$ cat src/rtl/aes_ctrl_pkg.sv
// Shared encodings for the AES-128 round sequencer: FSM states, datapath stage codes,
// counter sizing and the latency range check used at elaboration.
package aes_ctrl_pkg;

  localparam int NR_DEFAULT = 10;
  localparam int CNT_W      = 6;
  localparam int LAT_MAX    = (1 << CNT_W) - 1;

  typedef logic [2:0] fsm_state_t;
  typedef logic [2:0] stage_code_t;

  localparam fsm_state_t S_IDLE  = 3'd0;
  localparam fsm_state_t S_KEY   = 3'd1;
  localparam fsm_state_t S_ARK   = 3'd2;
  localparam fsm_state_t S_SUB   = 3'd3;
  localparam fsm_state_t S_SHIFT = 3'd4;
  localparam fsm_state_t S_MIX   = 3'd5;
  localparam fsm_state_t S_DONE  = 3'd6;

  // Codes seen by the datapath capture mux; ST_NONE means "capture nothing".
  localparam stage_code_t ST_NONE = 3'd0;
  localparam stage_code_t ST_KEY  = 3'd1;
  localparam stage_code_t ST_ARK  = 3'd2;
  localparam stage_code_t ST_SUB  = 3'd3;
  localparam stage_code_t ST_SR   = 3'd4;
  localparam stage_code_t ST_MC   = 3'd5;

  function automatic stage_code_t stage_of(input fsm_state_t s);
    stage_code_t code;
    code = ST_NONE;
    case (s)
      S_KEY:   code = ST_KEY;
      S_ARK:   code = ST_ARK;
      S_SUB:   code = ST_SUB;
      S_SHIFT: code = ST_SR;
      S_MIX:   code = ST_MC;
      default: code = ST_NONE;
    endcase
    return code;
  endfunction

  function automatic bit lat_in_range(input int lat);
    return (lat >= 1) && (lat <= LAT_MAX);
  endfunction

endpackage

$ cat src/rtl/lat_counter.sv
// Loadable down-counter timing one datapath stage. expire_o is registered and is high
// exactly in the cycle the count reads 1, i.e. the last cycle of the stage.
module lat_counter
  import aes_ctrl_pkg::*;
#(
  parameter int W = CNT_W
) (
  input  logic         clock,
  input  logic         reset,
  input  logic         clear_i,
  input  logic         load_i,
  input  logic [W-1:0] value_i,
  output logic         expire_o
);

  logic [W-1:0] count_q, count_d;
  logic         expire_q, expire_d;

  // NOTE: every signal written here gets a default first, so no latch can be inferred.
  always_comb begin
    count_d  = count_q;
    expire_d = 1'b0;
    if (clear_i) begin
      count_d = '0;
    end else if (load_i) begin
      count_d  = value_i;
      expire_d = (value_i == W'(1));
    end else if (count_q != '0) begin
      count_d  = count_q - W'(1);
      expire_d = (count_q == W'(2));
    end
  end

  // NOTE: state registers use non-blocking assignments so every flop samples pre-edge values.
  always_ff @(posedge clock) begin
    if (reset) begin
      count_q  <= '0;
      expire_q <= 1'b0;
    end else begin
      count_q  <= count_d;
      expire_q <= expire_d;
    end
  end

  assign expire_o = expire_q;

endmodule

$ cat src/rtl/aes_round_sequencer.sv
// Control sequencer for one AES-128 encryption over the iterative round datapath:
// pulses each stage enable, times its latency and tells the datapath what to capture.
module aes_round_sequencer
  import aes_ctrl_pkg::*;
#(
  parameter int NR      = NR_DEFAULT,
  parameter int LAT_KEY = 4,
  parameter int LAT_ARK = 1,
  parameter int LAT_SUB = 17,
  parameter int LAT_SR  = 1,
  parameter int LAT_MC  = 1
) (
  input  logic       clock,
  input  logic       reset,
  input  logic       start,
  input  logic       abort,
  output logic       busy,
  output logic       done,
  output logic [3:0] round,
  output logic [2:0] stage,
  output logic       en_key,
  output logic       en_ark,
  output logic       en_sub,
  output logic       en_shift,
  output logic       en_mix,
  output logic       state_cap,
  output logic       first
);

  if (!(lat_in_range(LAT_KEY) && lat_in_range(LAT_ARK) && lat_in_range(LAT_SUB) &&
        lat_in_range(LAT_SR) && lat_in_range(LAT_MC))) begin : g_lat_range_error
    $error("aes_round_sequencer: every LAT_* must be in 1..63");
  end
  if (NR < 1 || NR > 15) begin : g_nr_range_error
    $error("aes_round_sequencer: NR must fit the 4-bit round counter (1..15)");
  end

  localparam logic [3:0]       NR_W      = 4'(NR);
  localparam logic [CNT_W-1:0] LAT_KEY_W = CNT_W'(LAT_KEY);
  localparam logic [CNT_W-1:0] LAT_ARK_W = CNT_W'(LAT_ARK);
  localparam logic [CNT_W-1:0] LAT_SUB_W = CNT_W'(LAT_SUB);
  localparam logic [CNT_W-1:0] LAT_SR_W  = CNT_W'(LAT_SR);
  localparam logic [CNT_W-1:0] LAT_MC_W  = CNT_W'(LAT_MC);

  fsm_state_t       state_q, state_d;
  logic [3:0]       round_q, round_d;
  logic             busy_q, busy_d;
  logic             done_q, done_d;
  logic             first_q, first_d;
  stage_code_t      stage_q, stage_d;
  logic [4:0]       en_q, en_d;       // {key, ark, sub, shift, mix}
  logic             entering;
  logic             stage_last;
  logic [CNT_W-1:0] lat_sel;

  // The counter is loaded in the enable cycle of each stage with that stage's latency.
  always_comb begin
    lat_sel = LAT_KEY_W;
    case (state_q)
      S_ARK:   lat_sel = LAT_ARK_W;
      S_SUB:   lat_sel = LAT_SUB_W;
      S_SHIFT: lat_sel = LAT_SR_W;
      S_MIX:   lat_sel = LAT_MC_W;
      default: lat_sel = LAT_KEY_W;
    endcase
  end

  lat_counter #(.W(CNT_W)) u_lat_counter (
    .clock    (clock),
    .reset    (reset),
    .clear_i  (abort),
    .load_i   (|en_q),
    .value_i  (lat_sel),
    .expire_o (stage_last)
  );

  always_comb begin
    state_d = state_q;
    round_d = round_q;
    if (abort) begin
      if (state_q != S_IDLE) begin
        state_d = S_IDLE;
        round_d = '0;
      end
    end else begin
      case (state_q)
        S_IDLE: begin
          if (start) begin
            state_d = S_KEY;
            round_d = '0;
          end
        end
        S_KEY:   if (stage_last) state_d = (round_q == '0) ? S_ARK : S_SUB;
        S_SUB:   if (stage_last) state_d = S_SHIFT;
        S_SHIFT: if (stage_last) state_d = (round_q == NR_W) ? S_ARK : S_MIX;
        S_MIX:   if (stage_last) state_d = S_ARK;
        S_ARK: begin
          if (stage_last) begin
            if (round_q == NR_W) begin
              state_d = S_DONE;
            end else begin
              state_d = S_KEY;
              round_d = round_q + 4'd1;
            end
          end
        end
        S_DONE:  state_d = S_IDLE;
        default: state_d = S_IDLE;
      endcase
    end
  end

  // Outputs are decoded from the next state and registered, so start/abort only
  // reach the pins through a flop.
  always_comb begin
    entering = (state_d != state_q);
    busy_d   = (state_d != S_IDLE);
    done_d   = (state_d == S_DONE);
    stage_d  = stage_of(state_d);
    first_d  = busy_d && (round_d == '0);
    en_d     = '0;
    if (entering) begin
      case (state_d)
        S_KEY:   en_d = 5'b10000;
        S_ARK:   en_d = 5'b01000;
        S_SUB:   en_d = 5'b00100;
        S_SHIFT: en_d = 5'b00010;
        S_MIX:   en_d = 5'b00001;
        default: en_d = '0;
      endcase
    end
  end

  always_ff @(posedge clock) begin
    if (reset) begin
      state_q <= S_IDLE;
      round_q <= '0;
      busy_q  <= 1'b0;
      done_q  <= 1'b0;
      first_q <= 1'b0;
      stage_q <= ST_NONE;
      en_q    <= '0;
    end else begin
      state_q <= state_d;
      round_q <= round_d;
      busy_q  <= busy_d;
      done_q  <= done_d;
      first_q <= first_d;
      stage_q <= stage_d;
      en_q    <= en_d;
    end
  end

  assign busy      = busy_q;
  assign done      = done_q;
  assign round     = round_q;
  assign stage     = stage_q;
  assign en_key    = en_q[4];
  assign en_ark    = en_q[3];
  assign en_sub    = en_q[2];
  assign en_shift  = en_q[1];
  assign en_mix    = en_q[0];
  assign state_cap = stage_last;
  assign first     = first_q;

endmodule

$ cat config.mk
export PLATFORM = sky130hd
export DESIGN_NAME = aes_round_sequencer
export DESIGN_NICKNAME = d
export VERILOG_FILES = /design/src/rtl/aes_ctrl_pkg.sv /design/src/rtl/lat_counter.sv /design/src/rtl/aes_round_sequencer.sv
export SDC_FILE = /design/constraint.sdc
export NUM_CORES = 1
export LEC_CHECK = 0
export CAP_MARGIN = 30
export CORE_MARGIN = 2
export CORE_UTILIZATION = 45
export DETAILED_ROUTE_END_ITERATION = 8
export PLACE_DENSITY = 0.68
export SKIP_LAST_GASP = 1
export SLEW_MARGIN = 15
export SYNTH_ARGS = -nofsm -noshare
export SYNTH_HDL_FRONTEND = slang
export SYNTH_SLANG_ARGS = --single-unit
$ cat constraint.sdc
create_clock -name clock -period 4.1 [get_ports clock]
set_input_delay 0.41 -clock clock [delete_from_list [all_inputs] [get_ports clock]]
set_output_delay 0.41 -clock clock [all_outputs]
set_load 0.005 [all_outputs]
# Yosys cells after proc, flatten, opt, wreduce, memory -nomap -nowiden
# Cells that the tools add are included.
# totals
ff_bits,25
latchBits,0
ram_bits,0
romBits,0
n_memories,0
# classes
addsub,2
multipliers,0
n_div,0
n_lt_le_gt_ge,0
n_eq_ne,15
shift,0
n_mux,25
n_bitwise,1
n_reduce_logical,12
# op_table
operator,n
$mux 3,10
$pmux 5 s5,1
$mux 4,5
$pmux 3 s6,1
$eq 3x3->1 const B,5
$pmux 3 s5,1
$eq 3x2->1 const B,4
$mux 6,2
$pmux 5 s2,1
$logic_not 4->1,2
$pmux 4 s2,1
$eq 3x1->1 const B,2
$eq 6x2->1 const B,1
$reduce_bool 3->1,2
$reduce_bool 6->1,1
$sub 6x1->6 const B,1
$eq 5x1->1 const B,1
$reduce_or 5->1,1
$add 4x1->4 const B,1
$eq 4x4->1 const B,1
$reduce_or 2->1,2
$logic_not 3->1,1
$mux 1,3
$ne 3x3->1,1
4 further kinds,4

# Depth between registers and ports, before layout
# Gate-level depths: netlist (run 1).
# logic_depth
word_depth,8
ltp_mapped,9

# By module
# A second synthesis (run 1) with hierarchy kept.
# unflattened
hier_cells,172
area_unflattened_um2,1472.7
# by_module_without_submodules
module,n_inst,cells_per_inst,area_per_inst_um2,seq_area_each_um2
aes_round_sequencer,1,121,993.5,360.3
lat_counter,1,51,479.2,140.1

# Worst setup path after synthesis (run 1)
# No wires, ideal clock.
# synth_path
path_kind,register -> register
start,register round_q[0] (netlist: round[0])
end,register first_q (netlist: first)
arrival_ns,1.840
t_required_ns,4.040
setup_slack_ns,2.200
path_stages_with_launch,9
path_buffers,1
synth_period_minus_slack_ns,1.900
cell_sequence,dfxtp_1 inv_1 ha_1 and3b_1 buf_2 o21ai_1 mux2_2 a31oi_2 and3_1
# synth_via
elab_chain_cells,7
word_cells_on_any_way,20
cone_classes,add/sub: 1; eq/ne: 1; mux: 14; reduce/logical: 4
# synth_rtl
item,line_no,source
start: declaration,aes_round_sequencer.sv:46,"logic [3:0] round_q, round_d;"
start signal: assignment,aes_round_sequencer.sv:145,round_q <= round_d;
$add 4x1->4 (tied with other cells),aes_round_sequencer.sv:103,round_d = round_q + 4'd1;
$mux 4 (tied with other cells),aes_round_sequencer.sv:99,if (round_q == NR_W) begin
$mux 4 (tied with other cells),aes_round_sequencer.sv:98,if (stage_last) begin
$pmux 4 s2 or $pmux 3 s6 (tied branches),aes_round_sequencer.sv:86,case (state_q)
$mux 4 or $mux 3 (tied branches),aes_round_sequencer.sv:80,if (abort) begin
$logic_not 4->1 or $reduce_bool 3->1 (tied branches),"aes_round_sequencer.sv:120, aes_round_sequencer.sv:117",
$logic_and 1x1->1 *,aes_round_sequencer.sv:120,first_d = busy_d && (round_d == '0);
end signal: assignment,aes_round_sequencer.sv:148,first_q <= first_d;
end: declaration,aes_round_sequencer.sv:49,"logic first_q, first_d;"
# Every way passes the cells marked *; elsewhere a longest branch is shown, timed or not.
# A chain may end at the register's enable or synchronous reset.

# Worst setup path after layout (run 1)
# layout_path
start,register state_q[2]
end,register en_q[0]
# layout_via
elab_chain_cells,6
word_cells_on_any_way,25
cone_classes,eq/ne: 11; mux: 10; bitwise: 1; reduce/logical: 3
# layout_rtl
item,line_no,source
start: declaration,aes_round_sequencer.sv:45,"fsm_state_t state_q, state_d;"
start signal: assignment,aes_round_sequencer.sv:144,state_q <= state_d;
"parallel branches: the longest is 6 deep, another holds $pmux 3 s6",n/a,
end signal: assignment,aes_round_sequencer.sv:150,en_q <= en_d;
end: declaration,aes_round_sequencer.sv:51,"logic [4:0] en_q, en_d;"
# Parallel ways; which one is timed is not known.

==> summary by stage, run 1 <==
Setup path
STA classifies the critical path endpoint as a flop. Data on the critical path arrives at its endpoint at 2.44 ns. The endpoint of the worst-slack reg-to-reg timing path is en_q[0]. For the worst setup path, the data required time is about 4.4 ns. The type of the setup path with the least slack is reg -> reg. STA classifies the critical path startpoint as a flop.

Of all nets on the critical path, the largest fanout is 17. The reg2reg setup slack is 1.94 ns. The startpoint identified for the worst register-to-register timing path is state_q[2]. The number of cells on the worst reg-to-reg path is 5.

Global routing
The first global-routing pass estimated 5020 um of wire. The number of global-route vias before repair is 1122. The total routing resource utilization after global routing is 0.181. The overall overflow remaining after global route is 0. The initial antenna violation count is 0. The pin count of the biggest net entering global routing is 21.

Power
The share of total power dissipated in the clock network is 0.223. The switching power as a share of total power is 0.310. The internal power consumption is 358 uW.

Overall power consumption after layout is estimated at approximately 520 uW. The power per standard cell area is 315 nW/um2. The switching component of the power is 161 uW. The total leakage power is 0.000585 uW.

The worst ir drop on vdd is 0.233 mV. The share of total power in sequential cells is 0.520. The share of total power dissipated in combinational logic is 0.256.

Routing
The routed design has 3000 um of wire. In this run the remaining antenna-violating nets after routing total 0. The average wire per cell in the routed design is between 10 and 15 um. In this run, the number of DRC markers left after iteration 0 of detailed routing was 38. The total via count in the routed design is 1224.

The average vias per placed instance is 5.56. For this run, design rule violations remaining after detail routing come to 0. For this run, the detailed router's first-pass iteration total came to 4.

Clock network
The TritonCTS clock tree is built. The clock slew at the register clock pins of the worst setup and hold paths is roughly 0.14 ns. The level count of the clock H-tree is 1. Counting along the longest clock path gives a buffer depth of 2. In this run, CTS created clock tree buffers numbering 3.

The number of buffers added to fix hold violations after cts is 0. Once the clock tree was built, the resizer swapped 0 gates to a different size. The clock root buffer is sky130_fd_sc_hd__clkbuf_4. The number of setup buffers added after CTS is 0.

The clock net in this run drives a total of 25 sinks. Clock latency on the worst-skew pair, taken at its later pin, is 0.32 ns.

Min path
The end point of the most critical hold path is u_lat_counter.count_q[3]. The startpoint identified for the worst hold timing path is u_lat_counter.count_q[3]. The worst hold path was traced through 2 stages. The worst hold path belongs to the class reg -> reg.

Floorplanning
The I/O pin total is 20. The floorplan die height is around 60 um. The floorplan step set the die width to 60.3 um. The total area inside the core boundary comes to 3030 um2. The die covers 3630 um2.

After floorplanning, the core was divided into 20 placement rows. The initial utilization of the core area, before any placement, comes to 0.471.

Timing
The post-route fraction of the period consumed by the critical path is 0.528. Setup total negative slack on the finished layout was measured at 0 ns. Setup repair after global routing left no endpoint under its margin. The relative slew slack is 0.526. The worst hold margin is 0.512 ns. The slack of the critical path is 1.94 ns. The final-report max-slew violation count is 0. The number of setup violations in the final report is 0. For this run, the top clock speed supported by timing is 462 MHz. At the pin with the least slew margin, the transition time is 0.710 ns. The number of hold violations in the final report was 0. For the final database, setup skew stands at about 0.0013 ns.

For the finished layout, the period the worst path requires is 2.16 ns.

Cells and area
The count of inserted antenna diode cells is 0. In the final layout, the share of cells above drive strength 1 is 0.0795. The area growth from synthesis to layout is 15.8%. The total number of nets in the final design is 186.

Yosys
Counting every instance in the synthesized netlist gives approximately 160. The synthesized net count is 172. In this run, synthesis inferred 0 flip-flops with an integrated enable. A synthesized cell averages 8.74 um2. The async set-or-reset flop fraction in the synthesized netlist is 0.

The share of the Yosys chip area taken by registers is 0.351. The synthesized netlist occupies a cell area of 1430 um2. The synthesized design contains 25 register bits. The distinct cell type count of the synthesized netlist is 54. Among all flip-flop cells after synthesis, the most frequent one is sky130_fd_sc_hd__dfxtp_1. The Yosys step of the flow raised 0 warnings.

Placement
Before CTS, the worst setup slack after placement is 1.75 ns. The placer congestion estimate is 0.941. After legalization and detailed placement, the total HPWL measured between 2000 and 2500 um. In this run the tool buffered the top-level ports with 19 buffer cells.

Run status
The run finished with clean final reports.

Job
The tool flagged a number of max-cap violations equal to 0.
placed cells by master (no fill, tap or decap), types with 2 or more instances in the layout:
cell type                          n
sky130_fd_sc_hd__nor3b_1           3
sky130_fd_sc_hd__nand2b_1          6
sky130_fd_sc_hd__clkdlybuf4s50_1  19
sky130_fd_sc_hd__and3_1            5
sky130_fd_sc_hd__clkbuf_4          3
sky130_fd_sc_hd__ha_1              5
sky130_fd_sc_hd__mux2_2            2
sky130_fd_sc_hd__nor3_1            4
sky130_fd_sc_hd__a21oi_1           8
sky130_fd_sc_hd__o21ai_0           9
sky130_fd_sc_hd__o21a_1            2
sky130_fd_sc_hd__a2111oi_0         2
sky130_fd_sc_hd__mux2i_1           3
sky130_fd_sc_hd__a211oi_1          5
sky130_fd_sc_hd__inv_1             9
sky130_fd_sc_hd__xnor2_1           2
sky130_fd_sc_hd__nand2_1           7
sky130_fd_sc_hd__o32ai_1           2
sky130_fd_sc_hd__nand4_1           2
sky130_fd_sc_hd__nand3_1           3
sky130_fd_sc_hd__dfxtp_1          25
sky130_fd_sc_hd__nor2_1           19
cell type report:
class                   count  area [um2]
repair buffers             19         190
fillers                   296        1380
flip-flops and latches     25         500
clock inverters             1        8.76
inverters                   9        33.8
well taps                  44        55.1
clock buffers               3        22.5
multi-input cells         119         840
synth_stat cells, types with 2 or more instances:
cell type,number,area [um2]
sky130_fd_sc_hd__nor3b_1,3,22.5
sky130_fd_sc_hd__ha_1,5,62.6
sky130_fd_sc_hd__inv_1,9,33.8
sky130_fd_sc_hd__nand3_1,3,15.0
sky130_fd_sc_hd__buf_2,5,25.0
sky130_fd_sc_hd__nand4_1,2,12.5
sky130_fd_sc_hd__dfxtp_1,25,500
sky130_fd_sc_hd__clkbuf_1,3,11.3
sky130_fd_sc_hd__nor2_1,19,71.3
sky130_fd_sc_hd__o21ai_0,9,45.0
sky130_fd_sc_hd__o21a_1,2,15.0
sky130_fd_sc_hd__mux2i_1,3,30.0
sky130_fd_sc_hd__nor3_1,4,20.0
sky130_fd_sc_hd__nand2_1,7,26.3
sky130_fd_sc_hd__o32ai_1,2,17.5
sky130_fd_sc_hd__a2111oi_0,2,17.5
sky130_fd_sc_hd__a211oi_1,5,37.5
sky130_fd_sc_hd__mux2_2,2,22.5
sky130_fd_sc_hd__xnor2_1,2,17.5
sky130_fd_sc_hd__a21oi_1,8,40.0
sky130_fd_sc_hd__nand2b_1,6,37.5
sky130_fd_sc_hd__and3_1,5,31.3
worst max-delay path by stage:
stage	start	end	slack [ns]
after floorplan	round[0]	first	2.20
after global placement	abort	en_q[2]	1.82
after detailed placement	abort	first	1.75
after CTS	round[0]	en_q[0]	1.96
after global routing	state_q[1]	en_q[0]	1.73
final	state_q[2]	en_q[0]	1.94
power groups by stage:
stage	combinational [uW]	clock [uW]	sequential [uW]
2_1_floorplan	110	0	270
3_5_place_dp	133	0	276
4_1_cts	134	120	271
3_3_place_gp	129	0	275
6_report	133	116	270
5_1_grt	150	128	273
per-layer routing:
layer  wire length [um]  global-route usage
met1               1340               0.237
met2               1490               0.300
met3                148              0.0433
met4                 20              0.0444
met5                  0                   0
per-stage QoR:
stage / cells / utilization / cell area [um2]
global route: 220 / 0.545 / 1650
CTS: 220 / 0.545 / 1650
detailed placement: 216 / 0.535 / 1620
finish: 220 / 0.545 / 1650
floorplan: 163 / - / 1430
global placement: 216 / 0.535 / 1620
critical path: stages (launching register included):
cell,delay (ns)
sky130_fd_sc_hd__dfxtp_1,0.72
sky130_fd_sc_hd__nand2b_1,0.24
sky130_fd_sc_hd__a211oi_1,0.47
sky130_fd_sc_hd__o221ai_4,0.24
sky130_fd_sc_hd__a2111oi_4,0.25
sky130_fd_sc_hd__and3_1,0.20
state kept, by name, indices dropped and copies added (netlist names):
signal                  cells
u_lat_counter.expire_o      1
state_q                     3
u_lat_counter.count_q       6
first                       1
en_q                        5
round                       4
done                        1
busy                        1
stage                       3
cells by family (layout without fill, tap and decap cells):
| kind of cell | Yosys count | count (layout) | synth area share |
|---|---|---|---|
| AO/OA/AOI/OAI | 43 | 43 | 0.240 |
| XOR/XNOR | 2 | 2 | 0.0123 |
| adder cells (fa/ha/maj) | 5 | 5 | 0.0439 |
| buffers and inverters | 19 | 32 | 0.0597 |
| flip-flops | 25 | 25 | 0.351 |
| multiplexers | 5 | 5 | 0.0369 |
| AND/OR/NAND/NOR | 64 | 64 | 0.256 |
(Power assumes the default switching activity.)
==> run 2: changes to the inputs <==
PLACE_DENSITY = 0.7   (was 0.68)
clock period = 1.8 ns   (was 4.1 ns; I/O delays follow)
==> summary by stage, run 2 (synthesis results as in run 1) <==
Floorplanning
The I/O pin total is 20 (unchanged). The floorplan die height is 60.3 um (unchanged). The width of the chip was 60.3 um (unchanged). The floorplan row count is 20 (unchanged). The total die area is 3630 um2 (unchanged). The core area is 3030 um2 (unchanged).

The initial core utilization is 0.471 (unchanged).

Global routing
The first-pass GRT wire length is 6260 um (+25%). The number of global-route vias before repair is 1366 (+22%). The total routing resource utilization after global routing was 0.231 (+0.0496). The initial antenna violation count was 0 (unchanged). The overall overflow remaining after global route came to 0 (unchanged).

The pin count of the biggest net entering global routing is 15 (-29%).

Min path
The class of the most critical hold timing path is reg -> reg.

Timing
The actual slew at the worst max-slew pin came to 0.425 ns (-0.285 ns). The number of hold violations in the final report came to 0 (unchanged). The relative slew slack is 0.716 (+0.190). The final-report max-slew violation count is 0 (unchanged). The post-route fraction of the period consumed by the critical path is 1.01 (+0.482). The top achievable clock speed is 550 MHz (+19%).

The clock period minus final worst setup slack came to 1.82 ns (-0.346 ns). The number of setup violations in the final report is 1 (+1). The clock tree skew after final layout is 0.00160 ns (+0.000277 ns). Setup repair after global routing could not meet its margin everywhere. The slack of the critical path is -0.0175 ns (-1.95 ns).

Clock network
The number of buffers added to fix hold violations after cts is 0 (unchanged). The root buffer cell chosen for the clock tree is sky130_fd_sc_hd__clkbuf_4. The buffer depth of the longest clock path is 2 (unchanged). The TritonCTS clock tree is built. The number of CTS-inserted buffers is 3 (unchanged). The clock insertion delay at the later pin of the skew report was 0.32 ns (about the same).

The CTS sink count is 25 (unchanged). The level count of the clock H-tree came to 1 (unchanged). The number of setup buffers added after CTS is 0 (unchanged). The clock slew at the register clock pins of the worst setup and hold paths was 0.13 ns (about the same).

Routing
The average wire per cell in the routed design is 15.3 um (+12%). The final wirelength is 3800 um (+27%). The detailed-routing iteration count for the pre-antenna-repair pass is 5 (+1). The DRC violation count after routing is 0 (unchanged).

The final antenna-violating net count is 0 (unchanged). The average vias per placed instance is 5.61 (+0.81%). The total via count in the routed design was 1391 (+14%). The count of routing violations after the opening detailed-route iteration is 55 (+45%).

Cells and area
Relative to the synthesized area, the layout overhead comes to 36.3%. The number of filler cells placed in the layout was 259 (-13%). The number of standard cells in the layout, taps in and fillers out was 248 (+13%). The flip-flop count of the largest register, all copies and words added was 6 (unchanged). The total number of nets in the final design is 214 (+15%).

The library cells used most frequently in the layout, excluding fill and tap cells, are 28 x sky130_fd_sc_hd__buf_4, 19 x sky130_fd_sc_hd__nor2_1, 19 x sky130_fd_sc_hd__dfxtp_1, 19 x sky130_fd_sc_hd__clkdlybuf4s50_1, 9 x sky130_fd_sc_hd__o21ai_0. The most common library cell in the layout ignoring fill and taps is sky130_fd_sc_hd__buf_4. The largest register by flop count is u_lat_counter.count_q.

The share of final-layout standard cells stronger than drive strength 1 is 0.289 (+0.210). The area occupied by multi-input gates is 916 um2 (+9.1%). The count of inserted antenna diode cells is 0 (unchanged). The area of all sequential standard cells was 510 um2 (+2.0%).

Setup path
The kind of start point of the critical path is a flop. The slowest stage of the critical path belongs to the cell sky130_fd_sc_hd__dfxtp_2. The stage delay of the slowest cell on the critical path is 0.35 ns (-0.37 ns).

Walking the worst path, the cells encountered are inv_2 -> ha_4 -> and3b_2 -> o21ai_4 -> mux2_4 -> a31oi_2 -> and3_1. The critical path required time is 2.08 ns (-2.30 ns). The endpoint class of the critical path is a flop. The data arrival time at the worst-slack endpoint was 2.10 ns (-0.34 ns).

The worst setup path is of the reg -> reg kind. The maximum fanout encountered on the critical timing path is 6 (-11).

Power
The combinational share of power was 0.285 (+0.029). The internal power consumption is 830 uW (+130%). The switching power as a share of total power was 0.310 (about the same). The fraction of power consumed by the clock network is 0.207 (-0.016). The switching component of the power is 374 uW (+130%). The worst ir drop on vdd is 0.338 mV (+45%).

The total leakage power was 0.000736 uW (+26%). The share of total power in sequential cells is 0.508 (-0.012). The power per standard cell area is 620 nW/um2 (+97%).

The total power of the final layout came to 1200 uW (+130%).

Job
The max-capacitance violation count came to 0 (unchanged).

Placement
The estimated wirelength of the detail-placed design came to 2830 um (+27%). The total placed cells including tap cells came to 244 (+13%). The placer congestion estimate is 0.818 (-13%). The count of input and output buffers was 19 (unchanged).

Run status
The flow ran to the end, but the final reports show violations. The checks that failed: negative setup slack.
## run 2: changes by cell type in the layout (fill, tap and decap cells not counted), moves of 2 or more
cell,change
sky130_fd_sc_hd__a21oi_2,+2
sky130_fd_sc_hd__a21oi_1,-2
sky130_fd_sc_hd__inv_2,+2
sky130_fd_sc_hd__buf_4,+28
sky130_fd_sc_hd__dfxtp_2,+5
sky130_fd_sc_hd__dfxtp_1,-6
sky130_fd_sc_hd__inv_1,-2
## run 2: what timing repair did
item | CTS | global route
setup endpoints to repair | 6 | 12
resized for setup | 7 | 14
pin swaps | 5 | 3
## run 2: power by group through the flow
stage               clock network (uW)  logic [uW]  registers, uW
floorplan                            0         251            616
global placement                     0         321            622
detailed placement                   0         337            625
CTS                                255         341            613
global route                       283         385            618
finish                             250         343            612
## run 2: area by class of cell
class                      count  area share
clock buffer                   3      0.0116
clock inverter                 1     0.00258
inverter                       9      0.0174
timing repair buffer          47       0.206
tap                           44      0.0283
multi-input combinational    119       0.471
sequential                    25       0.263
## run 2: path summary, 6_finish.rpt
path / depth (start not counted) / start / slack (ns) / endpoint
max: 7 / round[0] / -0.02 / first
min: 2 / u_lat_counter.count_q[3] / 0.52 / u_lat_counter.count_q[3]
max reg2reg: 7 / round[0] / -0.02 / first
min reg2reg: 2 / u_lat_counter.count_q[3] / 0.52 / u_lat_counter.count_q[3]
## run 2: stage by stage
step | instance area [um2] | TNS, ns | hold slack [ns] | util | setup WS, ns
floorplan | 1430 | -0.0402 | 0.462 | - | -0.0402
global placement | 1840 | -0.460 | 0.479 | 0.607 | -0.132
detailed placement | 1840 | -0.782 | 0.497 | 0.607 | -0.199
CTS | 1890 | -0.0519 | 0.517 | 0.623 | -0.0323
global route | 1940 | -0.315 | 0.537 | 0.642 | -0.114
finish | 1940 | -0.0175 | 0.516 | 0.642 | -0.0175
## run 2: worst max-delay path: cells and delay by family (launching register included)
family | cells | cell delay [ns]
adders and majority gates | 1 | 0.15
and+or+nand+nor | 2 | 0.45
buffers and inverters | 1 | 0.05
muxes | 1 | 0.34
DFF | 1 | 0.35
AOI/OAI and AO/OA | 2 | 0.41
## run 2: routing by layer
| metal | vias up | global-route usage | wire length, um |
|---|---|---|---|
| li1 | 680 | - | - |
| met1 | 645 | 0.291 | 1510 |
| met2 | 59 | 0.394 | 1910 |
| met3 | 7 | 0.0433 | 315 |
| met4 | 0 | 0.0730 | 66 |
| met5 | - | 0 | 0 |
